### src/rtl/vga_scanout.sv
// VGA 640x480@60 scanout: raster counters, pixelStore read coordinates, palette
// expansion and a 5x5 hollow brush cursor, with registered sync/colour pins.
module vga_scanout #(
    parameter int H_ACTIVE = 640,
    parameter int H_FP     = 16,
    parameter int H_SYNC   = 96,
    parameter int H_BP     = 48,
    parameter int V_ACTIVE = 480,
    parameter int V_FP     = 10,
    parameter int V_SYNC   = 2,
    parameter int V_BP     = 33
) (
    input  logic       clk,
    input  logic       reset,
    input  logic [9:0] cursorX,
    input  logic [9:0] cursorY,
    output logic [9:0] rx,
    output logic [9:0] ry,
    input  logic [2:0] colorCode,
    output logic       frameStart,
    output logic       hsync,
    output logic       vsync,
    output logic [3:0] red,
    output logic [3:0] green,
    output logic [3:0] blue
);
    localparam int H_TOTAL = H_ACTIVE + H_FP + H_SYNC + H_BP;
    localparam int V_TOTAL = V_ACTIVE + V_FP + V_SYNC + V_BP;
    localparam logic [9:0] H_LAST    = 10'(H_TOTAL - 1);
    localparam logic [9:0] V_LAST    = 10'(V_TOTAL - 1);
    localparam logic [9:0] H_VIS     = 10'(H_ACTIVE);
    localparam logic [9:0] V_VIS     = 10'(V_ACTIVE);
    localparam logic [9:0] HS_FIRST  = 10'(H_ACTIVE + H_FP);
    localparam logic [9:0] HS_LAST   = 10'(H_ACTIVE + H_FP + H_SYNC - 1);
    localparam logic [9:0] VS_FIRST  = 10'(V_ACTIVE + V_FP);
    localparam logic [9:0] VS_LAST   = 10'(V_ACTIVE + V_FP + V_SYNC - 1);

    logic [9:0] hcnt, vcnt;
    logic [9:0] shadowX, shadowY;
    logic signed [10:0] dx, dy;
    logic nearX, nearY, edgeX, edgeY, hitNow, activeNow, hsRawNow, vsRawNow;
    logic active1, hit1, hsRaw1, vsRaw1;
    logic [2:0] pixColor;

    always_ff @(posedge clk) begin
        if (!reset) begin
            hcnt <= '0;
            vcnt <= '0;
        end else if (hcnt == H_LAST) begin
            hcnt <= '0;
            vcnt <= (vcnt == V_LAST) ? 10'd0 : vcnt + 10'd1;
        end else begin
            hcnt <= hcnt + 10'd1;
        end
    end

    assign rx = hcnt;
    assign ry = vcnt;
    // Gated by reset so no pulse appears while the counters are held at zero.
    assign frameStart = reset && (hcnt == 10'd0) && (vcnt == 10'd0);

    always_ff @(posedge clk) begin
        if (!reset) begin
            shadowX <= 10'h3FF;
            shadowY <= 10'h3FF;
        end else if (frameStart) begin
            shadowX <= cursorX;
            shadowY <= cursorY;
        end
    end

    // Signed distance without wrap, so the box is clipped at screen edges.
    always_comb begin
        dx        = $signed({1'b0, hcnt}) - $signed({1'b0, shadowX});
        dy        = $signed({1'b0, vcnt}) - $signed({1'b0, shadowY});
        nearX     = (dx >= -11'sd2) && (dx <= 11'sd2);
        nearY     = (dy >= -11'sd2) && (dy <= 11'sd2);
        edgeX     = (dx == 11'sd2) || (dx == -11'sd2);
        edgeY     = (dy == 11'sd2) || (dy == -11'sd2);
        hitNow    = nearX && nearY && (edgeX || edgeY);
        activeNow = (hcnt < H_VIS) && (vcnt < V_VIS);
        hsRawNow  = !((hcnt >= HS_FIRST) && (hcnt <= HS_LAST));
        vsRawNow  = !((vcnt >= VS_FIRST) && (vcnt <= VS_LAST));
    end

    always_ff @(posedge clk) begin
        if (!reset) begin
            active1 <= 1'b0;
            hit1    <= 1'b0;
            hsRaw1  <= 1'b1;
            vsRaw1  <= 1'b1;
        end else begin
            active1 <= activeNow;
            hit1    <= hitNow;
            hsRaw1  <= hsRawNow;
            vsRaw1  <= vsRawNow;
        end
    end

    assign pixColor = hit1 ? ~colorCode : colorCode;

    always_ff @(posedge clk) begin
        if (!reset) begin
            hsync <= 1'b1;
            vsync <= 1'b1;
            red   <= '0;
            green <= '0;
            blue  <= '0;
        end else begin
            hsync <= hsRaw1;
            vsync <= vsRaw1;
            red   <= active1 ? {4{pixColor[2]}} : 4'h0;
            green <= active1 ? {4{pixColor[1]}} : 4'h0;
            blue  <= active1 ? {4{pixColor[0]}} : 4'h0;
        end
    end
endmodule

### config.mk
export PLATFORM = sky130hd
export DESIGN_NAME = vga_scanout
export DESIGN_NICKNAME = d
export VERILOG_FILES = /design/src/rtl/vga_scanout.sv
export SDC_FILE = /design/constraint.sdc
export NUM_CORES = 1
export LEC_CHECK = 0
export CORE_MARGIN = 3
export CORE_UTILIZATION = 53
export DETAILED_ROUTE_END_ITERATION = 10
export PLACE_DENSITY = 0.81
export SLEW_MARGIN = 15
export SYNTH_ARGS = -nofsm -noshare
export SYNTH_HDL_FRONTEND = slang
export SYNTH_SLANG_ARGS = --single-unit
### constraint.sdc
create_clock -name clk -period 2.9 [get_ports clk]
set_input_delay 0.29 -clock clk [delete_from_list [all_inputs] [get_ports clk]]
set_output_delay 0.29 -clock clk [all_outputs]
set_load 0.02 [all_outputs]
; ---- Word level (Yosys, flattened, before mapping)
; Index checks and enable logic that the tools add are counted.
[word_totals]
mem_count = 0
mem_bits_ro = 0
inputBits = 25
register_bits = 49
mem_bits_rw = 0
latch_bits = 0
wordCells = 55
[op_classes]
n_reduce_logical = 18
add_sub_neg = 4
magnitude_cmp = 10
n_shift = 0
eq_ne = 6
muxes = 2
n_div = 0
mul = 0
bitwise_logic = 2
[op_table]
columns = cell, n
row1 = 11-bit by 2-bit == test with 1-bit output (second input constant), 2
row2 = 11-bit by 3-bit == test with 1-bit output (second input constant), 2
row3 = 11-bit by 2-bit greater-or-equal comparator with 1-bit output (second input constant), 2
row4 = 11-bit by 3-bit <= comparator with 1-bit output (second input constant), 2
row5 = 10-bit by 10-bit subtractor with 11-bit output, 2
row6 = 10-bit by 1-bit adder with 10-bit output (second input constant), 2
row7 = 10-bit == test (second input constant), 2
row8 = 10-bit zero test, 2
row9 = 10-bit greater-or-equal comparator (second input constant), 1
row10 = 10-bit by 9-bit greater-or-equal comparator with 1-bit output (second input constant), 1
row11 = 10-bit <= comparator (second input constant), 1
row12 = 10-bit by 9-bit <= comparator with 1-bit output (second input constant), 1
row13 = 10-bit < comparator (second input constant), 1
row14 = 10-bit by 9-bit < comparator with 1-bit output (second input constant), 1
row15 = 10-bit two-way mux, 1
row16 = 1-bit logical AND, 9
row17 = 1-bit logical OR, 3
row18 = 3-bit two-way mux, 1
row19 = 3-bit NOT, 1
row20 = 1-bit zero test, 2
row21 = 2-bit AND reduction, 1
row22 = 2-bit OR reduction, 1
row23 = 1-bit NOT, 1

; ---- Longest topological paths before layout
; Gate-level depths: netlist of the first run.
[logic_depth]
depth_word = 5
mapped_depth = 12

; ---- Worst setup path before layout of the first run
; No wires, ideal clock.
[synth_timing]
path_type = register to register
start = register hcnt[0], in the netlist rx[0]
end = register hit1
path_stages_with_launch = 12
setup_ps = 86
n_path_buf = 0
path_slack_ps = 102
required_time_ps = 2814
period_less_slack_ps = 2798
arrival_ps = 2713
path_cell_list = dfxtp_1 -> inv_1 -> ha_1 -> inv_1 -> fa_1 -> a221o_2 -> a221oi_4 -> xnor2_1 -> o2111ai_1 -> nor4b_1 -> o22ai_1 -> a211oi_1
[synth_between]
elab_chain_cells = 5
word_cells_on_any_way = 10
[synth_lines]
columns = item, line
row1 = from (decl), 38  ; logic [9:0] hcnt, vcnt;
row2 = from (signal assigned), 53  ; hcnt <= hcnt + 10'd1;
row3 = 10-bit by 10-bit subtractor with 11-bit output (*), 74  ; dx = $signed({1'b0, hcnt}) - $signed({1'b0, shadowX});
row4 = 11-bit by 2-bit greater-or-equal comparator with 1-bit output (tied with other cells), 76  ; nearX = (dx >= -11'sd2) && (dx <= 11'sd2);
row5 = 1-bit logical AND or 1-bit logical OR (tied branches), "76, 78"
row6 = 1-bit logical AND or 1-bit logical OR (tied branches), 80  ; hitNow = nearX && nearY && (edgeX || edgeY);
row7 = 1-bit logical AND (*), 80
row8 = to (signal assigned), 94  ; hit1 <= hitNow;
row9 = to (decl), 42  ; logic active1, hit1, hsRaw1, vsRaw1;
; Every way passes the cells marked *; elsewhere a longest branch is shown, timed or not.
; A chain may end at the register's enable or synchronous reset.

; ---- Worst setup path in the final report of the first run
[layout_timing]
start = register vcnt[0], in the netlist ry[0]
end = register hit1
[layout_between]
elab_chain_cells = 5
word_cells_on_any_way = 10
[layout_lines]
columns = item, line
row1 = from (decl), 38
row2 = from (signal assigned), 51  ; vcnt <= (vcnt == V_LAST) ? 10'd0 : vcnt + 10'd1;
row3 = 10-bit by 10-bit subtractor with 11-bit output (*), 75  ; dy = $signed({1'b0, vcnt}) - $signed({1'b0, shadowY});
row4 = 11-bit by 2-bit greater-or-equal comparator with 1-bit output (tied with other cells), 77  ; nearY = (dy >= -11'sd2) && (dy <= 11'sd2);
row5 = 1-bit logical AND or 1-bit logical OR (tied branches), "77, 79"
row6 = 1-bit logical AND or 1-bit logical OR (tied branches), 80
row7 = 1-bit logical AND (*), 80
; Marked as above.

==> flow_summary.json, run 1 <==
{
  "place_inst": 510,
  "peakVddDrop_v": 0.000237,
  "drtIter0Drc": 183,
  "post-route-min-period_ns": 2.81,
  "vias": 2894,
  "leakage_nw": 1.89,
  "ys_seq_elements": 49,
  "slew_violations": 0,
  "synth_edf_count": 0,
  "max_cap_viol_count": 0,
  "drt-vias-per-instance": 5.59,
  "grt_pass1_wl_um": 13200,
  "synth_nets": 428,
  "synth.avg_cell_area_um2": 8.48,
  "cts-root-buf": "clkbuf_8",
  "crit_slowest_cell": "or4bb_1",
  "regArea_um2": 981,
  "final_cells": 518,
  "clock_latency_ns": 0.32,
  "worstHoldStart": "hsRaw1",
  "fp.dieH_um": 83.7,
  "cp-end-kind": "flop",
  "synth-warning-count": 0,
  "wl_per_cell_um": 15.3,
  "row_count": 27,
  "relSlewSlack": 0.569,
  "synth_area_um2": 3200,
  "drc": 0,
  "clock_tree.htree_level_count": 2,
  "synth_flop_cell": "dfxtp_1",
  "startpoint": "ry[0]",
  "ys_types": 55,
  "clock_skew_ns": 0.00509,
  "postCtsSetupBuffers": 0,
  "critical_path_class": "reg -> reg",
  "cts_buffer_depth": 2,
  "antenna_found_initial": 0,
  "cp_cell_sequence": "inv_2, ha_1, inv_1, fa_2, a21oi_2, o211ai_1, xor2_1, nor3b_2, or4bb_1, nor4_2, o22ai_1, a211oi_1",
  "grt_overflow": 0,
  "max_stage_delay_ns": 0.43,
  "ant_nets": 0,
  "cts_hold_buf": 0,
  "cts_tree": "built",
  "cp_max_fo": 4,
  "grt_use_total": 0.229,
  "yosysSeqAreaShare": 0.307,
  "setup_viol": 0,
  "area_delta_synth_final_pct": 26.8,
  "multi_input_area_um2": 2030,
  "fillers": 465,
  "grt_pass1_vias": 2752,
  "reg2reg_from": "ry[0]",
  "drive_gt1_frac": 0.110,
  "worstSetupStartpointType": "flop",
  "finalHoldViolCount": 0,
  "status": "finished, final reports clean",
  "tightest_slew_ns": 0.638,
  "fmax_mhz": 355,
  "wl_um": 7900,
  "die_w_um": 83.7,
  "io_buffer_count": 59,
  "crit_required_ns": 3.14,
  "place_congestion": 0.951,
  "start_util": 0.563,
  "dp_hpwl_um": 5980,
  "cts_buffers": 5,
  "diodes": 0,
  "final.period_utilization": 0.970,
  "min_path_type": "reg -> reg",
  "cp.arrival_ns": 3.05,
  "path_clk_slew_ns": 0.10,
  "rsz0062_at_grt": "yes",
  "first_pass_iters": 4,
  "p_per_area_nw_per_um2": 351,
  "ioPinCount": 60,
  "async_flop_share": 0,
  "syn_inst": 377,
  "grt_max_degree": 28,
  "die-area_um2": 7000,
  "cts.sinks": 49,
  "design.core.area_um2": 5680,
  "final_nets": 496,
  "fin_tns_setup_ns": 0
}
## per-stage QoR
step | hold slack [ns] | area [um2] | util | setup WS, ns | total power [mW]
after floorplan | 0.386 | 3200 | - | 0.102 | 0.908
after global placement | 0.389 | 3920 | 0.691 | 0.100 | 0.999
after detailed placement | 0.393 | 3920 | 0.691 | -0.0600 | 1.01
after CTS | 0.416 | 4020 | 0.708 | 0.0245 | 1.42
after global routing | 0.439 | 4050 | 0.714 | -0.0434 | 1.49
final | 0.414 | 4050 | 0.714 | 0.0856 | 1.42
## kinds of logic after synthesis
kind of cell             share of synthesized area
AO/OA/AOI/OAI                                0.134
buffers and inverters                       0.0720
flip-flops                                   0.307
multiplexers                                0.0693
adder cells (fa/ha/maj)                      0.107
XOR/XNOR                                    0.0767
AND/OR/NAND/NOR                              0.234
## final cells by class
cell class,instances,share of cell area
inverters,30,0.0278
multi-input cells,278,0.500
flip-flops and latches,49,0.242
clock buffers,6,0.0179
repair buffers,81,0.186
clock inverters,2,0.00340
well taps,72,0.0222
## path summary, 6_finish.rpt
kind / endpoint / slack (ns) / cells after the start
worst max-delay path: hit1 / 0.09 / 12
worst min-delay path: hsync / 0.41 / 1
worst max register to register: hit1 / 0.09 / 12
worst min register to register: hsync / 0.41 / 1
## synthesized netlist by cell type, types with 4 or more instances
master	instances	area share
inv_1	30	0.035
mux2i_1	21	0.066
dfxtp_1	49	0.31
ha_1	24	0.094
clkbuf_1	9	0.011
and3_1	6	0.012
nand2_1	36	0.042
o21ai_0	9	0.014
or3_1	5	0.0098
xnor2_1	10	0.027
nor2_1	33	0.039
nand4_1	8	0.016
and2_1	4	0.0078
nand3_1	9	0.014
o21a_1	4	0.0094
a21oi_1	14	0.022
buf_4	9	0.021
a211oi_1	4	0.0094
nor3_1	11	0.017
xor2_1	18	0.049
nand2b_1	6	0.012
nor4_1	7	0.014
o211ai_1	4	0.0094
## cell usage in the layout (no fill, tap or decap), types with 5 or more instances in the layout
cell type	n
buf_4	22
nand2b_1	6
nand2_1	36
clkdlybuf4s50_1	58
ha_1	24
inv_1	29
dfxtp_1	49
o21ai_0	9
clkbuf_8	5
a21oi_1	13
nor4_1	5
xnor2_1	10
nand3_1	9
nand4_1	8
mux2i_1	21
and3_1	6
nor3_1	10
xor2_1	17
nor2_1	33
or3_1	5
## timing repair
action                                  4_1_cts  5_1_grt
resized for setup                             4        8
endpoints found under the setup margin        2        2
pin swaps                                     1        1
gates cloned                                  0        0
endpoints found under the hold margin         0        0
## state kept, by name (all words and copies together) (netlist names)
name,flops
red,1
blue,1
green,1
hsRaw1,1
active1,1
rx,10
shadowX,10
hit1,1
ry,10
vsRaw1,1
shadowY,10
hsync,1
vsync,1
## power breakdown
| group | internal [mW] | leakage, nW | switching (mW) |
|---|---|---|---|
| combinational | 0.139 | 1.45 | 0.144 |
| sequential | 0.698 | 0.400 | 0.0151 |
| clock | 0.173 | 0.0456 | 0.252 |
| total | 1.01 | 1.89 | 0.411 |
## per-layer routing
layer	vias up	global-route usage	wire length, um
met1	1336	0.301	3540
met5	-	0	0
met4	0	0.0731	170
met3	13	0.0365	505
met2	92	0.383	3690
li1	1453	-	-
## critical path, delay by kind of cell (launching register included)
kind	cells	cell delay [ns]
and+or+nand+nor	3	0.80
AOI/OAI and AO/OA	4	0.66
adders and majority gates	2	0.56
DFF	1	0.34
xor gates and xnor gates	1	0.20
buffers and inverters	2	0.16
No activity file was read; power rests on OpenSTA's default activity.
==> run 2, diff against run 1 <==
--- a/config.mk
+++ b/config.mk
@@ -5,7 +5,7 @@
 export SDC_FILE = /design/constraint.sdc
 export NUM_CORES = 1
 export LEC_CHECK = 0
-export CORE_MARGIN = 3
+export CORE_MARGIN = 2
 export CORE_UTILIZATION = 53
 export DETAILED_ROUTE_END_ITERATION = 10
 export PLACE_DENSITY = 0.81
==> flow_summary.json, run 2 (synthesized netlist as in run 1, its figures left out) <==
{
  "status": "finished, final reports clean",
  "cts_buffer_depth": 2,
  "grt_overflow": 0,
  "grt_pass1_wl_um": 12900,
  "final.period_utilization": 0.988,
  "layout_commonest_cell": "clkdlybuf4s50_1",
  "fillers": 485,
  "drtIter0Drc": 210,
  "final_cell_mix": "58 x clkdlybuf4s50_1, 47 x dfxtp_1, 36 x nand2_1",
  "grt_pass1_vias": 2793,
  "peakVddDrop_v": 0.000233,
  "p_per_area_nw_per_um2": 369,
  "cts.sinks": 49,
  "cts_hold_buf": 0,
  "wl_per_cell_um": 15.1,
  "diodes": 0,
  "io_buffer_count": 59,
  "finalHoldViolCount": 0,
  "clock_skew_ns": 0.00513,
  "start_util": 0.543,
  "grt_max_degree": 28,
  "tightest_slew_ns": 0.931,
  "rsz0062_at_grt": "yes",
  "path_clk_slew_ns": 0.09,
  "cts_buffers": 5,
  "clock_latency_ns": 0.31,
  "dp_hpwl_um": 6040,
  "area_delta_synth_final_pct": 28.5,
  "cp-end-kind": "flop",
  "post-route-min-period_ns": 2.87,
  "place_congestion": 0.875,
  "final_nets": 497,
  "grt_use_total": 0.248,
  "slew_violations": 0,
  "cts_tree": "built",
  "design.core.area_um2": 5890,
  "p_total_mw": 1.52,
  "final_cells": 522,
  "fmax_mhz": 349,
  "drive_gt1_frac": 0.123,
  "cp.arrival_ns": 3.09,
  "relSlewSlack": 0.372,
  "crit_required_ns": 3.13,
  "die_w_um": 81.7,
  "ioPinCount": 60,
  "max_cap_viol_count": 0,
  "wl_um": 7900,
  "cts-root-buf": "clkbuf_8",
  "min_path_type": "reg -> reg",
  "worst_hold_slack_ns": 0.416,
  "setup_viol": 0,
  "clock_tree.htree_level_count": 2,
  "die-area_um2": 6670,
  "first_pass_iters": 4,
  "place_inst": 513,
  "row_count": 28,
  "antenna_found_initial": 0,
  "drt-vias-per-instance": 5.73,
  "cp_max_fo": 3,
  "critical_path_class": "reg -> reg",
  "worstSetupStartpointType": "flop",
  "vias": 2992,
  "fp.dieH_um": 81.7,
  "ant_nets": 0,
  "drc": 0,
  "leakage_nw": 1.92
}
run 2: through the flow:
stage	TNS (ns)	util	cell area [um2]	setup WS [ns]
after CTS	0	0.690	4060	0.0128
after global routing	-0.141	0.698	4110	-0.141
after floorplan	0	-	3200	0.102
final	0	0.698	4110	0.0342
after detailed placement	-0.111	0.667	3930	-0.111
after global placement	0	0.667	3930	0.121
run 2: path summary, 6_finish.rpt:
check,startpoint,endpoint,slack [ns],cells after the start
setup / recovery,ry[0],hit1,0.03,12
hold / removal,hsRaw1,hsync,0.42,1
setup reg to reg,ry[0],hit1,0.03,12
hold reg to reg,hsRaw1,hsync,0.42,1
run 2: layout make-up:
type / count / area (um2) / share of cell area
sequential: 49 / 983 / 0.239
clock buffer: 7 / 86.3 / 0.0210
inverter: 30 / 113 / 0.0274
timing repair buffer: 82 / 758 / 0.185
clock inverter: 1 / 30.0 / 0.00731
tap: 75 / 93.8 / 0.0228
multi-input combinational: 278 / 2040 / 0.497
run 2: worst max-delay path, stage by stage, from the launching register on:
cell	delay (ns)
dfxtp_2	0.33
inv_2	0.09
ha_4	0.14
inv_2	0.03
fa_2	0.36
a21oi_2	0.15
o211ai_1	0.16
xor2_1	0.23
nor3b_2	0.22
or4bb_4	0.50
nor4_4	0.24
o22ai_1	0.13
a211oi_1	0.21
run 2: routing by layer:
| layer | routed length, um | vias to the layer above | share of wire | GRT usage |
|---|---|---|---|---|
| li1 | - | 1462 | - | - |
| met1 | 3430 | 1420 | 0.43 | 0.314 |
| met2 | 3870 | 98 | 0.49 | 0.435 |
| met3 | 477 | 12 | 0.060 | 0.0396 |
| met4 | 118 | 0 | 0.015 | 0.0683 |
| met5 | 0 | - | 0 | 0 |
run 2: report_power, final:
part	leakage, nW	switching (mW)	internal (mW)
Combinational	1.46	0.143	0.138
Clock	0.0585	0.240	0.282
Sequential	0.400	0.0173	0.698
run 2: what timing repair did:
action | 4_1_cts | 5_1_grt
endpoints found under the setup margin | 2 | 2
buffers inserted | 0 | 1
resized for setup | 5 | 15
pin swaps | 1 | 8
==> run 3, diff against run 2 <==
--- a/config.mk
+++ b/config.mk
@@ -7,6 +7,7 @@
 export LEC_CHECK = 0
 export CORE_MARGIN = 2
 export CORE_UTILIZATION = 53
+export CTS_CLUSTER_DIAMETER = 100
 export DETAILED_ROUTE_END_ITERATION = 10
 export PLACE_DENSITY = 0.81
 export SLEW_MARGIN = 15
==> results of run 3 <==
Final layout, timing and power as in run 2 (identical DEF).
==> variant, RTL diff (config.mk and constraints of run 2) <==
Make the reset (`reset`) asynchronous in 4 clocked blocks.
--- a/src/rtl/vga_scanout.sv
+++ b/src/rtl/vga_scanout.sv
@@ -43,5 +43,5 @@
     logic [2:0] pixColor;
 
-    always_ff @(posedge clk) begin
+    always_ff @(posedge clk or negedge reset) begin
         if (!reset) begin
             hcnt <= '0;
@@ -60,5 +60,5 @@
     assign frameStart = reset && (hcnt == 10'd0) && (vcnt == 10'd0);
 
-    always_ff @(posedge clk) begin
+    always_ff @(posedge clk or negedge reset) begin
         if (!reset) begin
             shadowX <= 10'h3FF;
@@ -84,5 +84,5 @@
     end
 
-    always_ff @(posedge clk) begin
+    always_ff @(posedge clk or negedge reset) begin
         if (!reset) begin
             active1 <= 1'b0;
@@ -100,5 +100,5 @@
     assign pixColor = hit1 ? ~colorCode : colorCode;
 
-    always_ff @(posedge clk) begin
+    always_ff @(posedge clk or negedge reset) begin
         if (!reset) begin
             hsync <= 1'b1;
Check against the original RTL: differs if reset is asserted again (counterexample within 4 cycles, from zero or initial values and one cycle with reset low); with reset held inactive, the same outputs for 10 cycles.
==> variant against run 2 <==
- combinational power down 21%
- largest power group unchanged
- worst hold slack worse by 300 ps
- sequential power up 1%
- cell count down 4.4%
- final area up 0.24%
- power down 8.5%
- area after synthesis up 1.1%
- sequential cell count unchanged
- synthesized cell count down 6.1%
- setup slack better by 39 ps
- clock power down 15%
- wire length down 1.7%
==> variant: results (changes against run 2) <==
<table>
<tr><th>Metric</th><th>Value</th></tr>
<tr><th colspan="2">Status</th></tr>
<tr><td>Run status</td><td>finished clean (unchanged)</td></tr>
<tr><th colspan="2">Worst setup path</th></tr>
<tr><td>R2r setup slk</td><td>70 ps (was 30 ps)</td></tr>
<tr><td>Reg-to-reg endpoint</td><td>hit1$_DFF_PN0_ (was hit1$_SDFF_PN0_)</td></tr>
<tr><td>Critical path launch point</td><td>shadowY[0]$_DFFE_PN1P_ (was ry[0]$_SDFFE_PN0P_)</td></tr>
<tr><td>Data arrival time of the critical path</td><td>3050 ps (was 3090 ps)</td></tr>
<tr><th colspan="2">Pwr</th></tr>
<tr><td>Static leakage</td><td>1.83 nW (was 1.92 nW)</td></tr>
<tr><td>Sw Pwr</td><td>0.000369 W (was 0.000400 W)</td></tr>
<tr><th colspan="2">Synthesis</th></tr>
<tr><td>Net count after synthesis</td><td>405 (was 428)</td></tr>
<tr><td>Share of flip-flops with an asynchronous set or reset after synthesis</td><td>100% (was 0%)</td></tr>
<tr><td>Leading register cell type out of synthesis</td><td>sky130_fd_sc_hd__dfrtp_1 (was sky130_fd_sc_hd__dfxtp_1)</td></tr>
<tr><td>Most frequent cells after synthesis</td><td>41 x sky130_fd_sc_hd__nand2_1, 34 x sky130_fd_sc_hd__o21ai_0, 29 x sky130_fd_sc_hd__inv_1 (was 49 x sky130_fd_sc_hd__dfxtp_1, 36 x sky130_fd_sc_hd__nand2_1, 33 x sky130_fd_sc_hd__nor2_1)</td></tr>
<tr><td>Sequential fraction of the synthesis area</td><td>38.9% (was 30.7%)</td></tr>
<tr><th colspan="2">Final layout</th></tr>
<tr><td>Share of final-layout standard cells stronger than drive strength 1</td><td>18.4% (was 12.3%)</td></tr>
<tr><th colspan="2">STA</th></tr>
<tr><td>Max Clock Skew</td><td>8.05 ps (was 5.13 ps)</td></tr>
<tr><th colspan="2">Detailed routing</th></tr>
<tr><td>Total via count in the routed design</td><td>2796 (was 2992)</td></tr>
<tr><td>Starting DRC count in detailed routing</td><td>190 (was 210)</td></tr>
<tr><th colspan="2">Place</th></tr>
<tr><td>Placed insts</td><td>490 (was 513)</td></tr>
<tr><td>Total half-perimeter wirelength after legalization and detailed placement</td><td>5670 um (was 6040 um)</td></tr>
<tr><th colspan="2">Global route</th></tr>
<tr><td>Via count of the first global-routing pass</td><td>2600 (was 2793)</td></tr>
<tr><th colspan="2">Hold path</th></tr>
<tr><td>Min-Delay Path Class</td><td>in -&gt; async (was reg -&gt; reg)</td></tr>
</table>
-- variant: stage by stage --
step	utilization [%]	setup slack, ps	TNS, ps	hold slack [ps]
global route	69.5	-57.5	-57.5	166
floorplan	-	48.1	0	-5.59
finish	69.5	73.0	0	119
CTS	68.5	6.46	0	128
global placement	66.7	65.0	0	346
detailed placement	66.7	-6.38	-6.38	350
-- variant: area by class of cell --
class | instances | area [um^2]
sequential | 49 | 1260
tap | 75 | 93.8
timing repair buffer | 77 | 721
clock inverter | 2 | 16.3
multi-input combinational | 261 | 1840
fill | 464 | 1800
clock buffer | 6 | 82.6
inverter | 29 | 109
-- variant: logic make-up (layout without fill, tap and decap cells) --
family,Yosys count,in the layout,synth area share (%)
AND/OR/NAND/NOR,129,129,20.4
AO/OA/AOI/OAI,71,71,14.2
flip-flops,49,49,38.9
buffers and inverters,44,114,6.20
XOR/XNOR,30,30,8.14
adder cells (fa/ha/maj),26,26,10.5
multiplexers,5,5,1.67
-- variant: power groups by stage --
stage                     clock, W  sequential [W]  combinational [W]
after floorplan                  0        0.000736           0.000131
after global placement           0        0.000734           0.000204
after detailed placement         0        0.000735           0.000211
after CTS                 0.000455        0.000723           0.000215
after global routing      0.000488        0.000726           0.000244
final                     0.000444        0.000723           0.000221
-- variant: what timing repair did --
action / CTS / global route
setup endpoints to repair: 1 / 1
resized for setup: 2 / 14
buffers inserted: 0 / 1
pin swaps: 2 / 12
-- variant: per-layer routing --
metal  part of all wire, %  GRT usage (%)
met1                    41           28.2
met2                    52           43.3
met3                   5.2           4.40
met4                   2.0           7.83
met5                     0              0
-- variant: critical path: cells and delay by family (launching register included) --
kind,cells,cell delay (ps)
xor gates and xnor gates,1,110
adders and majority gates,2,530
DFF,1,570
and+or+nand+nor,2,800
buffers and inverters,1,40
AOI/OAI and AO/OA,4,710
